[config.mk]
export PLATFORM = sky130hd
export DESIGN_NAME = dds_sweep_controller
export DESIGN_NICKNAME = d
export VERILOG_FILES = /design/src/rtl/dds_pkg.sv /design/src/rtl/dds_phase_accumulator.sv /design/src/rtl/dds_sweep_controller.sv
export SDC_FILE = /design/constraint.sdc
export NUM_CORES = 1
export LEC_CHECK = 0
export ABC_AREA = 1
export BUFFER_PORTS_ARGS = -buffer_cell sky130_fd_sc_hd__buf_4
export CAP_MARGIN = 20
export CORE_MARGIN = 10
export CORE_UTILIZATION = 45
export DETAILED_ROUTE_END_ITERATION = 10
export MAX_ROUTING_LAYER = met4
export PLACE_DENSITY = 0.62
export SLEW_MARGIN = 20
export SYNTH_ARGS = -nofsm -noshare
export SYNTH_HDL_FRONTEND = slang
export SYNTH_SLANG_ARGS = --single-unit
export TNS_END_PERCENT = 5
[constraint.sdc]
create_clock -name clock -period 8.21 [get_ports clock]
set_clock_uncertainty 0.2 [all_clocks]
set_input_delay 0.821 -clock clock [delete_from_list [all_inputs] [get_ports clock]]
set_output_delay 0.821 -clock clock [all_outputs]
set_load 0.02 [all_outputs]
[src/rtl/dds_pkg.sv]
// Shared types and constants for the DDS sweep controller and its accumulator.
package dds_pkg;

    localparam int DDS_PHASE_W = 10;
    localparam int DDS_DWELL_W = 16;
    localparam int MIDSCALE    = 100;
    localparam int PHASE_MAX   = 1023;

    typedef enum logic [1:0] {
        ST_IDLE  = 2'd0,
        ST_SWEEP = 2'd1,
        ST_TONE  = 2'd2,
        ST_DONE  = 2'd3
    } dds_state_e;

    typedef struct packed {
        logic [DDS_PHASE_W-1:0] start;
        logic [DDS_PHASE_W-1:0] stop;
        logic [DDS_PHASE_W-1:0] step;
        logic [DDS_DWELL_W-1:0] dwell;
        logic                   continuous;
    } dds_cfg_t;

    // Move cur one step toward stop, landing exactly on stop instead of passing it.
    function automatic logic [DDS_PHASE_W-1:0] ftw_toward_stop(
        input logic [DDS_PHASE_W-1:0] cur,
        input logic [DDS_PHASE_W-1:0] stop,
        input logic [DDS_PHASE_W-1:0] step,
        input logic                   down
    );
        logic [DDS_PHASE_W-1:0] gap;
        logic [DDS_PHASE_W-1:0] res;
        if (down) begin
            gap = cur - stop;
            if (gap <= step) begin
                res = stop;
            end else begin
                res = cur - step;
            end
        end else begin
            gap = stop - cur;
            if (gap <= step) begin
                res = stop;
            end else begin
                res = cur + step;
            end
        end
        return res;
    endfunction

endpackage

[src/rtl/dds_phase_accumulator.sv]
// Phase accumulator: adds the tuning word on each enabled tick, flags carry-out.
module dds_phase_accumulator
    import dds_pkg::*;
#(
    parameter int PHASE_W = DDS_PHASE_W
) (
    input  logic               clock,
    input  logic               reset,
    input  logic               enable,
    input  logic               clear,
    input  logic [PHASE_W-1:0] ftw,
    output logic [PHASE_W-1:0] phase,
    output logic               phase_wrap
);

    logic [PHASE_W-1:0] phase_r;
    logic               wrap_r;
    logic [PHASE_W:0]   sum_s;

    assign sum_s      = {1'b0, phase_r} + {1'b0, ftw};
    assign phase      = phase_r;
    assign phase_wrap = wrap_r;

    // Phase register: clear wins over accumulate; wrap pulses only on an actual carry.
    always_ff @(posedge clock) begin
        if (!reset) begin
            phase_r <= '0;
            wrap_r  <= 1'b0;
        end else if (clear) begin
            phase_r <= '0;
            wrap_r  <= 1'b0;
        end else if (enable) begin
            phase_r <= sum_s[PHASE_W-1:0];
            wrap_r  <= sum_s[PHASE_W];
        end else begin
            phase_r <= phase_r;
            wrap_r  <= 1'b0;
        end
    end

endmodule

[src/rtl/dds_sweep_controller.sv]
// Sweep sequencer: accepts one configuration, then steps the FTW through a
// linear sweep (single or continuous) or holds a fixed tone until done/abort.
module dds_sweep_controller
    import dds_pkg::*;
#(
    parameter int PHASE_W = DDS_PHASE_W,
    parameter int DWELL_W = DDS_DWELL_W
) (
    input  logic               clock,
    input  logic               reset,
    input  logic               enable,
    input  logic               cfg_valid,
    output logic               cfg_ready,
    input  logic [PHASE_W-1:0] cfg_ftw_start,
    input  logic [PHASE_W-1:0] cfg_ftw_stop,
    input  logic [PHASE_W-1:0] cfg_ftw_step,
    input  logic [DWELL_W-1:0] cfg_dwell,
    input  logic               cfg_continuous,
    input  logic               abort,
    output logic [PHASE_W-1:0] phase,
    output logic [PHASE_W-1:0] ftw_cur,
    output logic               sweep_active,
    output logic               sweep_done,
    output logic               phase_wrap
);

    dds_state_e         state_r,     state_nxt_s;
    dds_cfg_t           cfg_r,       cfg_nxt_s;
    logic               down_r,      down_nxt_s;
    logic [PHASE_W-1:0] ftw_r,       ftw_nxt_s;
    logic [DWELL_W-1:0] dwell_cnt_r, dwell_cnt_nxt_s;
    logic [DWELL_W-1:0] dwell_last_s;
    logic               active_r;
    logic               done_r,      done_nxt_s;
    logic               acc_en_s;
    logic               acc_clr_s;
    logic               dwell_end_s;

    assign cfg_ready    = (state_r == ST_IDLE);
    assign ftw_cur      = ftw_r;
    assign sweep_active = active_r;
    assign sweep_done   = done_r;

    // Last dwell count of a step; a programmed dwell of zero behaves as one tick.
    always_comb begin
        if (cfg_r.dwell == {DWELL_W{1'b0}}) begin
            dwell_last_s = {DWELL_W{1'b0}};
        end else begin
            dwell_last_s = cfg_r.dwell - {{(DWELL_W-1){1'b0}}, 1'b1};
        end
    end

    assign dwell_end_s = (dwell_cnt_r == dwell_last_s);

    // Next-state and datapath-control decode; abort always beats dwell expiry.
    always_comb begin
        state_nxt_s     = state_r;
        cfg_nxt_s       = cfg_r;
        down_nxt_s      = down_r;
        ftw_nxt_s       = ftw_r;
        dwell_cnt_nxt_s = dwell_cnt_r;
        done_nxt_s      = 1'b0;
        acc_en_s        = 1'b0;
        case (state_r)
            ST_IDLE: begin
                dwell_cnt_nxt_s = {DWELL_W{1'b0}};
                if (cfg_valid) begin
                    cfg_nxt_s.start      = cfg_ftw_start;
                    cfg_nxt_s.stop       = cfg_ftw_stop;
                    cfg_nxt_s.step       = cfg_ftw_step;
                    cfg_nxt_s.dwell      = cfg_dwell;
                    cfg_nxt_s.continuous = cfg_continuous;
                    down_nxt_s           = (cfg_ftw_stop < cfg_ftw_start);
                    ftw_nxt_s            = cfg_ftw_start;
                    if (cfg_ftw_step == {PHASE_W{1'b0}}) begin
                        state_nxt_s = ST_TONE;
                    end else begin
                        state_nxt_s = ST_SWEEP;
                    end
                end else begin
                    ftw_nxt_s = {PHASE_W{1'b0}};
                end
            end
            ST_TONE: begin
                if (abort) begin
                    state_nxt_s = ST_IDLE;
                    ftw_nxt_s   = {PHASE_W{1'b0}};
                end else begin
                    acc_en_s = enable;
                end
            end
            ST_SWEEP: begin
                if (abort) begin
                    state_nxt_s     = ST_IDLE;
                    ftw_nxt_s       = {PHASE_W{1'b0}};
                    dwell_cnt_nxt_s = {DWELL_W{1'b0}};
                end else if (enable) begin
                    if (dwell_end_s) begin
                        dwell_cnt_nxt_s = {DWELL_W{1'b0}};
                        if (ftw_r != cfg_r.stop) begin
                            ftw_nxt_s = ftw_toward_stop(ftw_r, cfg_r.stop, cfg_r.step, down_r);
                            acc_en_s  = 1'b1;
                        end else if (cfg_r.continuous) begin
                            ftw_nxt_s = cfg_r.start;
                            acc_en_s  = 1'b1;
                        end else begin
                            state_nxt_s = ST_DONE;
                            ftw_nxt_s   = {PHASE_W{1'b0}};
                            done_nxt_s  = 1'b1;
                        end
                    end else begin
                        dwell_cnt_nxt_s = dwell_cnt_r + {{(DWELL_W-1){1'b0}}, 1'b1};
                        acc_en_s        = 1'b1;
                    end
                end else begin
                    dwell_cnt_nxt_s = dwell_cnt_r;
                end
            end
            ST_DONE: begin
                state_nxt_s     = ST_IDLE;
                ftw_nxt_s       = {PHASE_W{1'b0}};
                dwell_cnt_nxt_s = {DWELL_W{1'b0}};
            end
            default: begin
                state_nxt_s     = ST_IDLE;
                ftw_nxt_s       = {PHASE_W{1'b0}};
                dwell_cnt_nxt_s = {DWELL_W{1'b0}};
            end
        endcase
    end

    // Phase is forced to zero whenever the next state is not running.
    assign acc_clr_s = (state_nxt_s != ST_SWEEP) && (state_nxt_s != ST_TONE);

    // State register.
    always_ff @(posedge clock) begin
        if (!reset) begin
            state_r <= ST_IDLE;
        end else begin
            state_r <= state_nxt_s;
        end
    end

    // Configuration, FTW, dwell counter and status output registers.
    always_ff @(posedge clock) begin
        if (!reset) begin
            cfg_r       <= '0;
            down_r      <= 1'b0;
            ftw_r       <= {PHASE_W{1'b0}};
            dwell_cnt_r <= {DWELL_W{1'b0}};
            active_r    <= 1'b0;
            done_r      <= 1'b0;
        end else begin
            cfg_r       <= cfg_nxt_s;
            down_r      <= down_nxt_s;
            ftw_r       <= ftw_nxt_s;
            dwell_cnt_r <= dwell_cnt_nxt_s;
            active_r    <= (state_nxt_s == ST_SWEEP) || (state_nxt_s == ST_TONE);
            done_r      <= done_nxt_s;
        end
    end

    dds_phase_accumulator #(
        .PHASE_W (PHASE_W)
    ) u_acc (
        .clock      (clock),
        .reset      (reset),
        .enable     (acc_en_s),
        .clear      (acc_clr_s),
        .ftw        (ftw_r),
        .phase      (phase),
        .phase_wrap (phase_wrap)
    );

endmodule

==> flow_summary.json <==
{
  "cts_made_buffers": 9,
  "min_period_over_period": 0.5512,
  "hold_ws_ps": 270.6,
  "drc": 0,
  "layout_setup_ws_ps": 3684,
  "holdBufCountCts": 0,
  "syn_inst": 1133,
  "crit_buf_inv": 3,
  "wl_met1_um": 11960,
  "root_buffer": "clkbuf_16",
  "grt-ovfl-total": 0,
  "cts_tree": "yes",
  "ys_seq_elements": 89,
  "n_antenna_cell": 0,
  "die-area_sq_um": 22170,
  "async_flop_share": 0,
  "mappedNetlistArea_sq_um": 7475,
  "cp.required_ps": 8260,
  "wl_per_cell_um": 17.67,
  "rrSetupSlack_ps": 3680,
  "ir_drop_mv": 0.1578,
  "tightest_slew_ps": 987.3,
  "min_path_cells": 2,
  "synth_common_cells": "nand2_1 (213), inv_1 (158), a21oi_1 (135)",
  "dr_wl_met3_um": 1452,
  "htree_num_levels": 3,
  "synth_edf_count": 0,
  "drt-total-wl_um": 24830,
  "synth_top_area_share": 0.2384,
  "area_growth_pct": 12.94,
  "cp_cell_sequence": "inv_1 > ha_1 > nand2_1 > o21ai_0 > a21o_1 > a21oi_1 > o21ai_0 > xnor2_1 > inv_1 > ha_1 > a21oi_1 > nor2_1 > nor3_1 > nand2_1 > o21ai_1 > buf_4 > nand2_1 > o21ai_0 > nand2_1 > a31oi_1 > o21ai_0 > nor2_1 > nor2_1",
  "first_iter_violations": 667,
  "gp_congestion": 0.9438,
  "grt_pass1_vias": 6917,
  "maxSlewHeadroom": 0.3411,
  "dp.cells": 1389,
  "tritoncts_num_sinks": 89,
  "drive_gt1_frac": 0.1038,
  "worstSetupPathType": "reg2reg",
  "yosys.area.top_type": "dfxtp_1",
  "critPathMaxFanout": 20,
  "num-nets-final": 1316,
  "timing.max_cap.violations": 0,
  "ys_types": 44,
  "antenna_found_initial": 0,
  "grt_pass1_wl_um": 38670,
  "synth_most_common_cell": "nand2_1",
  "fmax_mhz": 221.0,
  "hold-path-endpoint": "cfg_r[40]",
  "fin_crit_ps": 4526,
  "io_buffers": 75,
  "io_pins": 76,
  "dpl_cell_area_sq_um": 8145,
  "status": "finished, final reports clean",
  "slowest_stage": "dfxtp_1",
  "grt_max_degree": 65,
  "synth_nets": 1269,
  "final_max_slew_viol_count": 0,
  "core_area_sq_um": 16410,
  "rows": 47,
  "cts-resized-gates": 0,
  "ys.flop_type": "dfxtp_1",
  "die_x_um": 148.9,
  "hold_violations": 0,
  "finalNonFillerCells": 1405,
  "cp-start-kind": "flop",
  "min_path_type": "reg2reg",
  "r2r_start": "ftw_cur[1]",
  "place_ws_ps": 3816,
  "path_delay_family": "compound AO/OA/AOI/OAI gates",
  "ant_nets": 0,
  "totalNegativeSetupSlack_ps": 0,
  "vias": 7524,
  "wl_met2_um": 11060,
  "die_height_um": 148.9,
  "clock_latency_ps": 350,
  "synth_warnings": 0,
  "grt_use_total": 0.2260,
  "rsz0062_at_grt": "no",
  "setup_violations": 0,
  "seq_area_frac_synth": 0.2384,
  "p_leak_nw": 3.975,
  "ff2ff_path_depth": 23,
  "top_layer_used": "met4",
  "post-cts-setup-buffers": 0,
  "start_util": 0.4556,
  "clkTransAtPathRegs_ps": 70,
  "via_per_inst": 5.355,
  "power.density_nw_per_um2": 296.7,
  "max_stage_delay_ps": 680,
  "r2r-end": "ftw_cur[1]",
  "critical_path.endpoint_type": "flop",
  "arrival_ps": 4580,
  "yosys-top-cells-area": "dfxtp_1 (24%), ha_1 (13%), nand2_1 (11%), a21oi_1 (9.0%), inv_1 (7.9%)",
  "dr.pass1.iters": 5,
  "synth.avg_cell_area_sq_um": 6.597,
  "postLayoutCellArea_sq_um": 8442,
  "clock_path_buffers": 2,
  "place_hpwl_um": 19480,
  "hold_start": "cfg_r[40]"
}
==> worst min-delay path, cell delays in order, from the launching register on <==
cell,delay [ps]
dfxtp_1,310
nand2_1,60
a21oi_1,50
==> routing by layer <==
layer	global-route usage	vias to the layer above
met1	0.3127	3463
met5	-	-
met3	0.02852	19
met2	0.3410	217
li1	-	3825
met4	0.05643	0
==> area by class of cell <==
| class | count | area (sq um) |
|---|---|---|
| fillers | 1710 | 7965 |
| inverters | 161 | 604.3 |
| flip-flops and latches | 89 | 1782 |
| well taps | 220 | 275.3 |
| multi-input cells | 840 | 4891 |
| clock inverters | 5 | 63.81 |
| clock buffers | 11 | 232.7 |
| repair buffers | 79 | 593.1 |
==> kinds of logic (layout without fill, tap and decap cells) <==
kind of cell,count (synthesis),in the layout,share of synthesized area
flip-flops,89,89,0.2384
XOR/XNOR,51,51,0.05976
adder cells (fa/ha/maj),84,84,0.1456
AO/OA/AOI/OAI,271,271,0.1938
buffers and inverters,204,256,0.1076
AND/OR/NAND/NOR,434,434,0.2548
==> layout by cell type (no fill, tap or decap), drive strengths merged, types with 4 or more instances in the layout <==
cell	instances
a21oi	135
nand2	218
o21ai	103
nand3	67
nor4	5
inv	161
ha	79
o211ai	4
xor2	42
nor2	102
fa	5
a31oi	4
dfxtp	89
nand4	22
o221ai	4
xnor2	9
o21bai	4
buf	79
nor3	14
clkbuf	11
==> worst max path at each step <==
stage / endpoint / slack, ps / start / cells past startpoint
5_1_grt: ftw_cur[1] / 3290 / ftw_cur[1] / 21
3_3_place_gp: ftw_cur[4] / 3840 / ftw_cur[1] / 21
4_1_cts: ftw_cur[4] / 3770 / ftw_cur[1] / 21
6_report: ftw_cur[1] / 3680 / ftw_cur[1] / 23
3_5_place_dp: ftw_cur[4] / 3820 / ftw_cur[1] / 21
2_1_floorplan: ftw_cur[1] / 4230 / ftw_cur[1] / 23
==> sequential cells by signal, summed over array words and instances (netlist names) <==
| name | flops |
|---|---|
| cfg_r | 47 |
| dwell_cnt_r | 16 |
| ftw_cur | 10 |
| u_acc.phase | 10 |
| state_r | 2 |
| down_r | 1 |
| sweep_active | 1 |
| sweep_done | 1 |
| u_acc.phase_wrap | 1 |
==> power by group <==
part | internal (mW) | leakage, nW | switching [mW]
clock | 0.239 | 0.140 | 0.195
sequential | 0.487 | 0.729 | 0.0798
combinational | 0.528 | 3.11 | 0.977
==> stage by stage <==
stage                 util  power (mW)
finish              0.5145       2.505
global route        0.5145       2.716
global placement    0.4965       2.062
detailed placement  0.4965       2.050
floorplan                -       1.650
CTS                 0.5145       2.488
Note: power is estimated with default switching activity, not from simulation.
